<file path="src/rtl/sca_blk_wr_sched_pkg.sv">
// sca_blk_wr_sched_pkg: FSM encoding, source indices and grant priority for the write-port scheduler
package sca_blk_wr_sched_pkg;
  typedef enum logic [1:0] {S_IDLE, S_SETUP, S_WRITE, S_HOLD} st_t;
  localparam logic [1:0] SRC_A = 2'd0;
  localparam logic [1:0] SRC_B = 2'd1;
  localparam logic [1:0] SRC_C = 2'd2;
  localparam logic [1:0] SRC_D = 2'd3;
  localparam logic [1:0] PRIO [4] = '{SRC_A, SRC_C, SRC_B, SRC_D};
  typedef struct packed {
    st_t        st;
    logic [1:0] gnt;
    logic       pa;
    logic       pb;
    logic       pd;
  } ctl_t;
  function automatic logic [1:0] pick(input logic [3:0] req);
    pick = PRIO[3];
    for (int i = 3; i >= 0; i--)
      if (req[PRIO[i]]) pick = PRIO[i];
  endfunction
  function automatic ctl_t vote(input ctl_t a, input ctl_t b, input ctl_t c);
    return ctl_t'((a & b) | (a & c) | (b & c));
  endfunction
endpackage

</file>
<file path="src/rtl/sca_blk_wr_sched_fifo.sv">
// sca_rel_fifo: address FIFO for readout-done releases; simultaneous pop and push is allowed when full
module sca_rel_fifo #(
  parameter int DEPTH = 4
) (
  input  logic       CLK,
  input  logic       lrst,
  input  logic       i_push,
  input  logic       i_pop,
  input  logic [3:0] i_din,
  output logic [3:0] o_dout,
  output logic       o_full,
  output logic       o_empty
);
  localparam int AW = (DEPTH > 1) ? $clog2(DEPTH) : 1;
  logic [3:0]    r_mem [DEPTH];
  logic [AW-1:0] r_wp, r_rp;
  logic [AW:0]   r_cnt;
  assign o_dout  = r_mem[r_rp];
  assign o_full  = r_cnt == (AW+1)'(DEPTH);
  assign o_empty = r_cnt == '0;
  always_ff @(posedge CLK)
    if (i_push) r_mem[r_wp] <= i_din;
  always_ff @(posedge CLK or posedge lrst)
    if (lrst) begin
      r_wp  <= '0;
      r_rp  <= '0;
      r_cnt <= '0;
    end else begin
      r_wp  <= r_wp + AW'(i_push);
      r_rp  <= r_rp + AW'(i_pop);
      r_cnt <= r_cnt + (AW+1)'(i_push) - (AW+1)'(i_pop);
    end
endmodule

</file>
<file path="src/rtl/sca_blk_wr_sched.sv">
// sca_blk_wr_sched: arbitrates four block-release sources onto the next-block memory write port
module sca_blk_wr_sched
  import sca_blk_wr_sched_pkg::*;
#(
  parameter int TMR         = 0,
  parameter int CFIFO_DEPTH = 4,
  parameter int CNT_W       = 8
) (
  input  logic             CLK,
  input  logic             lrst,
  input  logic             ENAREG,
  input  logic             ALLOC_REQ,
  input  logic             NL1A_REQ,
  input  logic [3:0]       NL1A_IN,
  input  logic             YL1A_REQ,
  input  logic [3:0]       YL1A_IN,
  input  logic             FB_REQ,
  input  logic [3:0]       FB_IN,
  output logic             PATHASEL,
  output logic             PATHBSEL,
  output logic             PATHCSEL,
  output logic             PATHDSEL,
  output logic [3:0]       NL1A_ADR,
  output logic [3:0]       YL1A_ADR,
  output logic [3:0]       FB_ADR,
  output logic             NBSEL,
  output logic             WRENA,
  output logic             BUSY,
  output logic             DROP_ERR,
  output logic [CNT_W-1:0] WR_CNT,
  output logic [CNT_W-1:0] DROP_CNT
);
  localparam int N = (TMR != 0) ? 3 : 1;
  ctl_t           r_ctl [N];
  ctl_t           w_v, w_nx;
  logic [3:0]     r_b_adr, r_d_adr;
  logic [3:0]     w_req, w_free, w_drop, w_sel_nx, w_fifo_q;
  logic           w_full, w_empty, w_pend_a, w_pend_b, w_pend_d, w_push, w_grant;
  logic [CNT_W:0] w_drop_sum;
  generate
    if (N == 3) begin : g_tmr
      assign w_v = vote(r_ctl[0], r_ctl[1], r_ctl[2]);
    end else begin : g_one
      assign w_v = r_ctl[0];
    end
  endgenerate
  sca_rel_fifo #(.DEPTH(CFIFO_DEPTH)) u_cfifo (
    .CLK(CLK), .lrst(lrst), .i_push(w_push), .i_pop(w_free[SRC_C]), .i_din(YL1A_IN),
    .o_dout(w_fifo_q), .o_full(w_full), .o_empty(w_empty)
  );
  assign BUSY = w_v.pa | w_v.pb | w_v.pd | ~w_empty | (w_v.st != S_IDLE);
  // Slots free in WRITE before new requests are judged, so a same-cycle REQ is never dropped
  always_comb begin
    w_free     = (w_v.st == S_WRITE) ? 4'b0001 << w_v.gnt : 4'b0000;
    w_pend_a   = w_v.pa & ~w_free[SRC_A];
    w_pend_b   = w_v.pb & ~w_free[SRC_B];
    w_pend_d   = w_v.pd & ~w_free[SRC_D];
    w_drop     = {FB_REQ & w_pend_d, YL1A_REQ & w_full & ~w_free[SRC_C], NL1A_REQ & w_pend_b, ALLOC_REQ & w_pend_a};
    w_push     = YL1A_REQ & ~w_drop[SRC_C];
    w_req      = {w_v.pd | FB_REQ, ~w_empty | YL1A_REQ, w_v.pb | NL1A_REQ, w_v.pa | ALLOC_REQ};
    w_grant    = (w_v.st == S_IDLE) & (|w_req);
    w_nx.pa    = w_pend_a | ALLOC_REQ;
    w_nx.pb    = w_pend_b | NL1A_REQ;
    w_nx.pd    = w_pend_d | FB_REQ;
    w_nx.gnt   = (w_v.st == S_IDLE) ? pick(w_req) : w_v.gnt;
    w_nx.st    = (w_v.st == S_IDLE)  ? (w_grant ? S_SETUP : S_IDLE) :
                 (w_v.st == S_SETUP) ? (ENAREG ? S_SETUP : S_WRITE) :
                 (w_v.st == S_WRITE) ? S_HOLD : S_IDLE;
    w_sel_nx   = (w_nx.st == S_IDLE) ? 4'b0000 : 4'b0001 << w_nx.gnt;
    w_drop_sum = {1'b0, DROP_CNT} + (CNT_W+1)'($countones(w_drop));
  end
  always_ff @(posedge CLK or posedge lrst)
    if (lrst) begin
      for (int i = 0; i < N; i++) r_ctl[i] <= '0;
      {PATHDSEL, PATHCSEL, PATHBSEL, PATHASEL} <= '0;
      {NBSEL, WRENA, DROP_ERR} <= '0;
      {r_b_adr, r_d_adr, NL1A_ADR, YL1A_ADR, FB_ADR} <= '0;
      WR_CNT   <= '0;
      DROP_CNT <= '0;
    end else begin
      for (int i = 0; i < N; i++) r_ctl[i] <= w_nx;
      {PATHDSEL, PATHCSEL, PATHBSEL, PATHASEL} <= w_sel_nx;
      NBSEL    <= w_nx.st != S_IDLE;
      WRENA    <= w_nx.st == S_WRITE;
      DROP_ERR <= DROP_ERR | (|w_drop);
      DROP_CNT <= w_drop_sum[CNT_W] ? '1 : w_drop_sum[CNT_W-1:0];
      if (w_v.st == S_WRITE && !(&WR_CNT)) WR_CNT <= WR_CNT + CNT_W'(1);
      if (NL1A_REQ & ~w_pend_b) r_b_adr <= NL1A_IN;
      if (FB_REQ & ~w_pend_d) r_d_adr <= FB_IN;
      if (w_grant && w_nx.gnt == SRC_B) NL1A_ADR <= w_pend_b ? r_b_adr : NL1A_IN;
      if (w_grant && w_nx.gnt == SRC_C) YL1A_ADR <= w_empty ? YL1A_IN : w_fifo_q;
      if (w_grant && w_nx.gnt == SRC_D) FB_ADR <= w_pend_d ? r_d_adr : FB_IN;
    end
endmodule

</file>
<file path="config.mk">
export PLATFORM = sky130hd
export DESIGN_NAME = sca_blk_wr_sched
export DESIGN_NICKNAME = d
export VERILOG_FILES = /design/src/rtl/sca_blk_wr_sched_pkg.sv /design/src/rtl/sca_blk_wr_sched_fifo.sv /design/src/rtl/sca_blk_wr_sched.sv
export SDC_FILE = /design/constraint.sdc
export NUM_CORES = 1
export LEC_CHECK = 0
export ABC_AREA = 0
export ABC_CLOCK_PERIOD_IN_PS = 3400
export BUFFER_PORTS_ARGS = -buffer_cell sky130_fd_sc_hd__buf_2
export CORE_AREA = 2 2 93 95
export CTS_BUF_LIST = sky130_fd_sc_hd__clkbuf_4
export DETAILED_ROUTE_END_ITERATION = 6
export DIE_AREA = 0 0 95 97
export HOLD_SLACK_MARGIN = 0.06
export SYNTH_ARGS = -nofsm -noshare
export SYNTH_HDL_FRONTEND = slang
export SYNTH_SLANG_ARGS = --single-unit
</file>
<file path="constraint.sdc">
create_clock -name CLK -period 3.4 [get_ports CLK]
set_clock_uncertainty 0.15 [all_clocks]
set_input_delay 0.68 -clock CLK [delete_from_list [all_inputs] [get_ports CLK]]
set_output_delay 0.68 -clock CLK [all_outputs]
set_load 0.01 [all_outputs]
</file>
### Yosys cells after proc, flatten, opt, wreduce, memory -nomap -nowiden

Memory sizes are Yosys's and may differ from the RTL's.
Index checks and enable logic that the tools add are counted.

* add/subtract/negate cells: 9
* equal/unequal tests: 7
* shift operators: 2
* mux-type cells: 17
* bitwise operators: 32
* reductions and logical operators: 13

Operators with widths (count)
* $mux W4: 5
* $mux W2: 8
* $and A1 B1 Y1: 12
* $or A1 B1 Y1: 12
* $add A8 B3 Y9: 1
* $add A8 B1 Y8 const B: 1
* $eq A2 B2 Y1 const B: 4
* $mux W8: 1
* $not A1 Y1: 8
* $reduce_and A8 Y1: 1
* $reduce_or A4 Y1: 2
* $shl A1 B2 Y4 const A: 2
* $add A1 B1 Y2: 2
* $add A2 B1 Y2: 2
* $eq A2 B1 Y1 const B: 2
* $logic_and A1 B1 Y1: 4
* $logic_not A2 Y1: 2
* $reduce_bool A2 Y1: 2
* $add A2 B2 Y3: 1
* $add A3 B1 Y3: 1
* $eq A3 B3 Y1 const B: 1
* $logic_not A3 Y1: 1
* $mux W1: 3
* $sub A3 B1 Y3: 1
* $logic_not A1 Y1: 1

* bits in registers: 57
* RAM bits: 16
* word-level logic and storage cells: 103
* memories: 1

Memories
* u_cfifo.r_mem: depth 4, width 4, rd ports 1, clocked after Yosys merged registers in 0, wr ports 1, RTL line sca_blk_wr_sched_fifo.sv:15 `logic [3:0] r_mem [DEPTH];`

### Depth between registers and ports, before layout

Gate-level depths: netlist of the first run.

* depth in word-level cells: 9
* gate-level depth with buffers: 11
* mapped depth without buffers: 10

### Hierarchy

A second synthesis of the first run with hierarchy kept.

* cell total of the unflattened synthesis: 261
* area, all modules: 3276.9 um^2

By module, submodules not included
* sca_blk_wr_sched: instances 1, cells each 215, area each 2343.5 um^2, seq. area each 1251.2 um^2
* sca_rel_fifo: instances 1, cells each 46, area each 933.4 um^2, seq. area each 655.6 um^2

### Worst setup path before layout of the first run

Ideal clock, no wire load.

* path kind: register to register
* start: register r_ctl[5] (netlist name)
* end: register DROP_CNT[5]
* arrival: 2872 ps
* slack: 300 ps
* stages on the path, launching flop included: 11
* buffers on the path: 0
* clock period less this slack: 3100 ps
* path through: dfrtp_1 nand2b_1 o311ai_0 fa_1 fa_1 inv_1 fa_1 and3_1 nand3_1 nor3b_1 a21oi_1

* cells in the longest elaborated chain, start to end: 9
* elaborated cells on any way between the ends: 18
* classes of those cells: add/sub (4); eq/ne (1); mux (2); bitwise (11)

Ends and longest elaborated chain
* $eq A2 B2 Y1 *: RTL line sca_blk_wr_sched.sv:54 `w_free = (w_v.st == S_WRITE) ? 4'b0001 << w_v.gnt : 4'b0000;`
* $mux W4 *: RTL line sca_blk_wr_sched.sv:54
* $not A1 Y1 (on tied branches): RTL line sca_blk_wr_sched.sv:55, sca_blk_wr_sched.sv:56, sca_blk_wr_sched.sv:57
* $and A1 B1 Y1 (on tied branches): RTL line sca_blk_wr_sched.sv:55, sca_blk_wr_sched.sv:56, sca_blk_wr_sched.sv:57
* $and A1 B1 Y1: RTL line sca_blk_wr_sched.sv:58 `w_drop = {FB_REQ & w_pend_d, YL1A_REQ & w_full & ~w_free[SRC_C], NL1A_REQ & w_pend_b, ALLOC_REQ & w_pend_a};`
* $add A1 B1 Y2 (not written as such): RTL line sca_blk_wr_sched.sv:70 `w_drop_sum = {1'b0, DROP_CNT} + (CNT_W+1)'($countones(w_drop));`
* $add A2 B2 Y3 (not written as such) *: RTL line sca_blk_wr_sched.sv:70
* $add A8 B3 Y9 *: RTL line sca_blk_wr_sched.sv:70
* $mux W8 *: RTL line sca_blk_wr_sched.sv:86 `DROP_CNT <= w_drop_sum[CNT_W] ? '1 : w_drop_sum[CNT_W-1:0];`
* end signal: assignment: RTL line sca_blk_wr_sched.sv:86
* end: declaration: RTL line sca_blk_wr_sched.sv:31 `output logic [CNT_W-1:0] DROP_CNT`

Every way passes the cells marked *; elsewhere a longest branch is shown, timed or not.
A chain may end at the register's enable or synchronous reset.

### Final worst setup path of the first run

* start: register r_ctl[5] (netlist name)
* end: register DROP_CNT[6]

* cells in the longest elaborated chain, start to end: 9
* elaborated cells on any way between the ends: 18
* classes of those cells: add/sub (4); eq/ne (1); mux (2); bitwise (11)

Ends and longest elaborated chain (RTL line)
* $eq A2 B2 Y1 *: sca_blk_wr_sched.sv:54
* $mux W4 *: sca_blk_wr_sched.sv:54
* $not A1 Y1 (on tied branches): sca_blk_wr_sched.sv:55, sca_blk_wr_sched.sv:56, sca_blk_wr_sched.sv:57
* $and A1 B1 Y1 (on tied branches): sca_blk_wr_sched.sv:55, sca_blk_wr_sched.sv:56, sca_blk_wr_sched.sv:57
* $and A1 B1 Y1: sca_blk_wr_sched.sv:58
* $add A1 B1 Y2 (not written as such): sca_blk_wr_sched.sv:70
* $add A2 B2 Y3 (not written as such) *: sca_blk_wr_sched.sv:70
* $add A8 B3 Y9 *: sca_blk_wr_sched.sv:70
* $mux W8 *: sca_blk_wr_sched.sv:86

Marks and branches as above.

==> flow_metrics.tcl, run 1 <==
set metrics [dict create \
    max-vdd-ir-drop_v 0.000271 \
    drt_iter0_markers 61 \
    synth_cell_types 48 \
    tightest_slew_ns 0.671 \
    power_density_nw_per_um2 741 \
    status "complete, no violations" \
    critical_path.startpoint_type "flop" \
    syn_area_um2 3210 \
    die-area_um2 9220 \
    nFillCells 745 \
    cp_top_family "adder cells" \
    area_delta_synth_final_pct 19.3 \
    antenna_found_initial 0 \
    clk_pin_slew_ns 0.12 \
    yosysMostFrequentCell "dfrtp_1" \
    htree_levels 3 \
    layout.area.seq_um2 1910 \
    die_y_um 97 \
    initial_core_util 0.394 \
    die_x_um 95 \
    synth_top_area_share 0.445 \
    synth_flop_cell "dfrtp_1" \
    timing.hold.ws_ns 0.198 \
    synth_simple_gate_area_share 0.140 \
    hpwlAfterDp_um 4680 \
    clock_sinks 73 \
    path_cells "buf_4, nand4bb_1, nand4_1, fa_1, fa_1, inv_1, fa_1, and3_1, nand3_1, mux2_2" \
    cp_common_cell "fa_1" \
    rsz0062_at_grt "no" \
    gp_congestion 0.792 \
    reg2reg_depth 10 \
    synth-edff-count 16 \
    yosys_warnings 0 \
    clock-root-buffer "clkbuf_4" \
    synth-xor-area-share 0.0382 \
    worst_ep_required_time_ns 3.56 \
    final_util 0.470 \
    synth_seq_area_share 0.595 \
    leakage_nw 1.74 \
    synthMuxAreaShare 0.0913 \
    crit_fanout 12 \
    final_cells 435 \
    cts_buffer_depth 2 \
    fin_nets 353 \
    slew_headroom 0.552 \
    maxCapViolations 0 \
    ys_seq_elements 73 \
    reg2reg_from "r_ctl[5]$_DFF_PP0_" \
    port_buffers 54 \
    async_flop_share 0.781 \
    dp_cells 419 \
    crit_path_top_delay_cell "fa_1" \
    hold_violations 0 \
    drive_gt1_frac 0.291 \
    netlist.top_cell.by_area "dfrtp_1" \
    grt_max_degree 33 \
    syn-num-nets 281 \
    setup_viol 0 \
    cts_made_buffers 9 \
    syn_area_per_cell_um2 12.7 \
    slowest_delay_ns 0.46 \
    fin_crit_sh 0.908 \
    ant_nets 0 \
    tns_ns 0 \
    max_clock_freq_mhz 324 \
    first_pass_iters 4 \
    gr-total-overflow 0 \
    holdCritPathClass "input pin to async pin" \
    num_antenna_cells 0 \
    core.rowCount 33 \
    vias 2161 \
    cts_tree "yes" \
    finalPower_mw 2.83 \
    cp-end-kind "flop" \
    wl_um 6050 \
    wl_per_cell_um 13.9 \
    synth_fa_ha_area_frac 0.0445 \
    synthTopCellsByArea "dfrtp_1 44%, edfxtp_1 15%, mux2_1 4.2%" \
    netlist_instances 253 \
    track_usage 0.144 \
    core_area_um2 8130 \
    period_needed_ns 3.09 \
    ios 55 \
    grt_pass1_vias 2123 \
    slew_viol_final 0 \
    critPathBufInv 2 \
    synth_compound_area_frac 0.0753 \
    via_per_inst 4.97 \
    critPathKind "flop to flop" \
    synth_top_family_by_area "simple AND/OR/NAND/NOR gates" \
    arrival_ns 3.25 \
    reg2reg_slack_ns 0.31 \
    r2r-end "DROP_CNT[6]$_DFF_PP0_" \
    clkLatencyLatePin_ns 0.41 \
    multi_input_area_um2 1250 \
    synth_top_cells_by_count "57 x dfrtp_1, 27 x nand2_1, 17 x nor2_1, 16 x edfxtp_1, 12 x mux2_1" \
    drc 0 \
    grt_pass1_wl_um 10300 \
]
## routing by layer
| metal | share of wire | track usage | wire [um] | up-vias |
|---|---|---|---|---|
| li1 | - | - | - | 1055 |
| met1 | 0.44 | 0.182 | 2650 | 1040 |
| met2 | 0.49 | 0.228 | 2960 | 51 |
| met3 | 0.045 | 0.0335 | 270 | 15 |
| met4 | 0.027 | 0.0736 | 164 | 0 |
| met5 | 0 | 0 | 0 | - |
## logic make-up (layout without fill, tap and decap cells)
kind of cell | after synthesis | in the layout
xor gates and xnor gates | 14 | 14
and+or+nand+nor | 87 | 87
adders and majority gates | 9 | 9
DFF | 73 | 73
muxes | 22 | 22
AOI/OAI and AO/OA | 35 | 35
buffers and inverters | 13 | 90
## cell type report
type / count / area share
Inverter: 11 / 0.0108
Clock inverter: 6 / 0.0216
Multi-Input combinational cell: 167 / 0.327
Clock buffer: 10 / 0.0196
Tap cell: 105 / 0.0343
Sequential cell: 73 / 0.499
Timing Repair Buffer: 63 / 0.0883
## stage by stage
stage / instance area, um2 / setup slack [ns]
final: 3820 / 0.314
after global routing: 3820 / 0.0880
after CTS: 3820 / 0.119
after detailed placement: 3670 / 0.123
after global placement: 3670 / 0.175
after floorplan: 3210 / 0.300
## worst register-to-register path: cells and delay by family (launching register included)
kind,cells,cell delay [ns]
simple gates,4,0.84
fa+ha+maj,3,1.10
mux,1,0.27
flops,1,0.39
buf+inv,2,0.25
## cells in the final DEF, fill, tap and decap left out, types with 9 or more instances in the layout
cell / netlist / final
a21oi_1: 10 / 10
buf_2: 1 / 54
buf_4: 0 / 9
clkbuf_4: 0 / 10
dfrtp_1: 57 / 57
edfxtp_1: 16 / 16
inv_1: 10 / 9
mux2_1: 12 / 12
nand2_1: 27 / 27
nor2_1: 17 / 17
xnor2_1: 10 / 10
## how the worst max path moves through the flow
stage | from | endpoint | cells past startpoint
6_report | r_ctl[5]$_DFF_PP0_ | DROP_CNT[6]$_DFF_PP0_ | 10
5_1_grt | r_ctl[6]$_DFF_PP0_ | DROP_CNT[5]$_DFF_PP0_ | 10
4_1_cts | r_ctl[6]$_DFF_PP0_ | DROP_CNT[6]$_DFF_PP0_ | 9
3_5_place_dp | r_ctl[5]$_DFF_PP0_ | DROP_CNT[6]$_DFF_PP0_ | 9
3_3_place_gp | r_ctl[5]$_DFF_PP0_ | DROP_CNT[6]$_DFF_PP0_ | 9
2_1_floorplan | r_ctl[5]$_DFF_PP0_ | DROP_CNT[5]$_DFF_PP0_ | 10
## report_power, final
part           switching [mW]  internal (mW)  leakage (nW)
registers               0.201           1.14         0.854
logic                   0.466          0.429         0.807
clock network           0.296          0.302        0.0777
## timing repair
action,in CTS,in global routing
buffers inserted,0,0
hold buffers,0,0
gates resized for setup,0,1
endpoints found under the setup margin,0,7
## sequential cells by signal (all words and copies together), names as in the netlist, 2 cells and up
name,cells
u_cfifo.r_mem,16
DROP_CNT,8
WR_CNT,8
r_ctl,7
FB_ADR,4
NL1A_ADR,4
YL1A_ADR,4
r_b_adr,4
r_d_adr,4
u_cfifo.r_cnt,3
u_cfifo.r_rp,2
u_cfifo.r_wp,2
(Power assumes the default switching activity.)
==> run 2: changes to the inputs <==
--- a/config.mk
+++ b/config.mk
@@ -6,13 +6,14 @@
 export NUM_CORES = 1
 export LEC_CHECK = 0
 export ABC_AREA = 0
-export ABC_CLOCK_PERIOD_IN_PS = 3400
+export ABC_CLOCK_PERIOD_IN_PS = 2880
 export BUFFER_PORTS_ARGS = -buffer_cell sky130_fd_sc_hd__buf_2
 export CORE_AREA = 2 2 93 95
 export CTS_BUF_LIST = sky130_fd_sc_hd__clkbuf_4
 export DETAILED_ROUTE_END_ITERATION = 6
 export DIE_AREA = 0 0 95 97
 export HOLD_SLACK_MARGIN = 0.06
+export MAX_ROUTING_LAYER = met4
 export SYNTH_ARGS = -nofsm -noshare
 export SYNTH_HDL_FRONTEND = slang
 export SYNTH_SLANG_ARGS = --single-unit
==> constraint.sdc (replaced) <==
create_clock -name CLK -period 2.88 [get_ports CLK]
set_clock_uncertainty 0.15 [all_clocks]
set_input_delay 0.576 -clock CLK [delete_from_list [all_inputs] [get_ports CLK]]
set_output_delay 0.576 -clock CLK [all_outputs]
set_load 0.01 [all_outputs]
==> run 2 against run 1 <==
Effect of this change:
- critical path depth decreased by 1
- register-to-register slack got worse by 0.22 ns
- highest routed layer unchanged
- sequential cell count did not move
- clock power rose by 6.4%
- sequential share of layout area down 1.8 points
==> flow_metrics.tcl, run 2 (synthesis gave the netlist of run 1 again) <==
set metrics [dict create \
    holdCritPathClass "input pin to flop" \
    power_density_nw_per_um2 861 \
    dp_cells 425 \
    num_antenna_cells 0 \
    grt_pass1_vias 2198 \
    cts_tree "yes" \
    wl_per_cell_um 14.0 \
    die_y_um 97 \
    hpwlAfterDp_um 4540 \
    final_util 0.488 \
    status "complete, no violations" \
    wl_um 6230 \
    gr-total-overflow 0 \
    fin_ws_ns 0.0983 \
    cts_buffer_depth 2 \
    crit_fanout 4 \
    core_area_um2 8130 \
    port_buffers 54 \
    via_per_inst 4.90 \
    drc 0 \
    gp_congestion 0.836 \
    drive_gt1_frac 0.352 \
    layout.area.seq_um2 1910 \
    max-vdd-ir-drop_v 0.000383 \
    cts_made_buffers 9 \
    ios 55 \
    antenna_found_initial 0 \
    most-common-layout-cells "55 x dfrtp_1, 54 x buf_2, 27 x nand2_1" \
    grt_max_degree 32 \
    fin_nets 364 \
    ant_nets 0 \
    top_register "u_cfifo.r_mem" \
    core.rowCount 33 \
    vias 2187 \
    area_delta_synth_final_pct 23.8 \
    slew_viol_final 0 \
    tns_ns 0 \
    final_cells 446 \
    setup_viol 0 \
    reg_top3 "u_cfifo.r_mem: 16 flops, DROP_CNT: 8 flops, WR_CNT: 8 flops" \
    critPathKind "flop to flop" \
    slew_headroom 0.541 \
    drt_iter0_markers 41 \
    tightest_slew_ns 0.683 \
    hold_violations 0 \
    fin_crit_sh 0.966 \
    critical_path.startpoint_type "flop" \
    arrival_ns 2.94 \
    initial_core_util 0.394 \
    htree_levels 3 \
    worst_ep_required_time_ns 3.04 \
    multi_input_area_um2 1310 \
    period_needed_ns 2.78 \
    first_pass_iters 4 \
    pre_cts_ws_ns -0.0389 \
    clock_sinks 73 \
    die-area_um2 9220 \
    maxCapViolations 0 \
    max_clock_freq_mhz 359 \
    nFillCells 748 \
    timing.hold.ws_ns 0.180 \
    largest_reg_flops 16 \
    die_x_um 95 \
    leakage_nw 1.79 \
    clkLatencyLatePin_ns 0.41 \
    clk_pin_slew_ns 0.12 \
    layout_commonest_cell "dfrtp_1" \
    track_usage 0.152 \
    clock-root-buffer "clkbuf_4" \
    grt_pass1_wl_um 10300 \
    cp-end-kind "flop" \
]
## run 2: final cells by class
| type | count | share of cell area |
|---|---|---|
| flip-flops and latches | 73 | 0.481 |
| repair buffers | 74 | 0.110 |
| inverters | 11 | 0.0104 |
| well taps | 105 | 0.0331 |
| clock buffers | 9 | 0.0170 |
| multi-input cells | 167 | 0.331 |
| clock inverters | 7 | 0.0180 |
## run 2: routing by layer
layer	part of all wire	global-route usage
met1	0.46	0.194
met2	0.47	0.232
met3	0.049	0.0257
met4	0.023	0.0769
met5	0	-
## run 2: worst max-delay path, stage by stage (launching register included)
cell and delay [ns]:
dfrtp_1 0.41, nand2b_4 0.16, o311ai_4 0.30, fa_1 0.48, fa_2 0.36, inv_2 0.06
fa_2 0.19, and3_4 0.22, nand3_2 0.08, mux2_2 0.27
## run 2: report_power, final
group          total, mW  internal [mW]  leakage [nW]  switching (mW)
Combinational       1.18          0.592         0.873           0.593
Clock              0.635          0.262        0.0679           0.373
Sequential          1.60           1.35         0.851           0.250
## run 2: repair_timing
item,in CTS,in global routing
buffers inserted,0,4
setup endpoints to repair,0,5
resized for setup,0,6
endpoints found under the hold margin,16,0
hold buffers,1,0
## run 2: path summary, 6_finish.rpt
kind                                         from  slack, ns  cells past startpoint                      end
hold / removal                             ENAREG       0.18                      2          WRENA$_DFF_PP0_
setup reg to reg               r_ctl[5]$_DFF_PP0_        0.1                      9    DROP_CNT[6]$_DFF_PP0_
max in group asynchronous                    lrst       1.39                      4       DROP_ERR$_DFF_PP0_
setup / recovery               r_ctl[5]$_DFF_PP0_        0.1                      9    DROP_CNT[6]$_DFF_PP0_
hold reg to reg            r_d_adr[1]$_DFFE_PP0P_       0.35                      1   r_d_adr[1]$_DFFE_PP0P_
min in group asynchronous                    lrst       0.60                      3  YL1A_ADR[0]$_DFFE_PP0P_
## run 2: metrics by stage
step                      total power, mW  area, um2
final                                3.42       3970
after global routing                 3.69       3970
after floorplan                      2.35       3260
after CTS                            3.42       3920
after detailed placement             2.77       3770
after global placement               2.75       3770
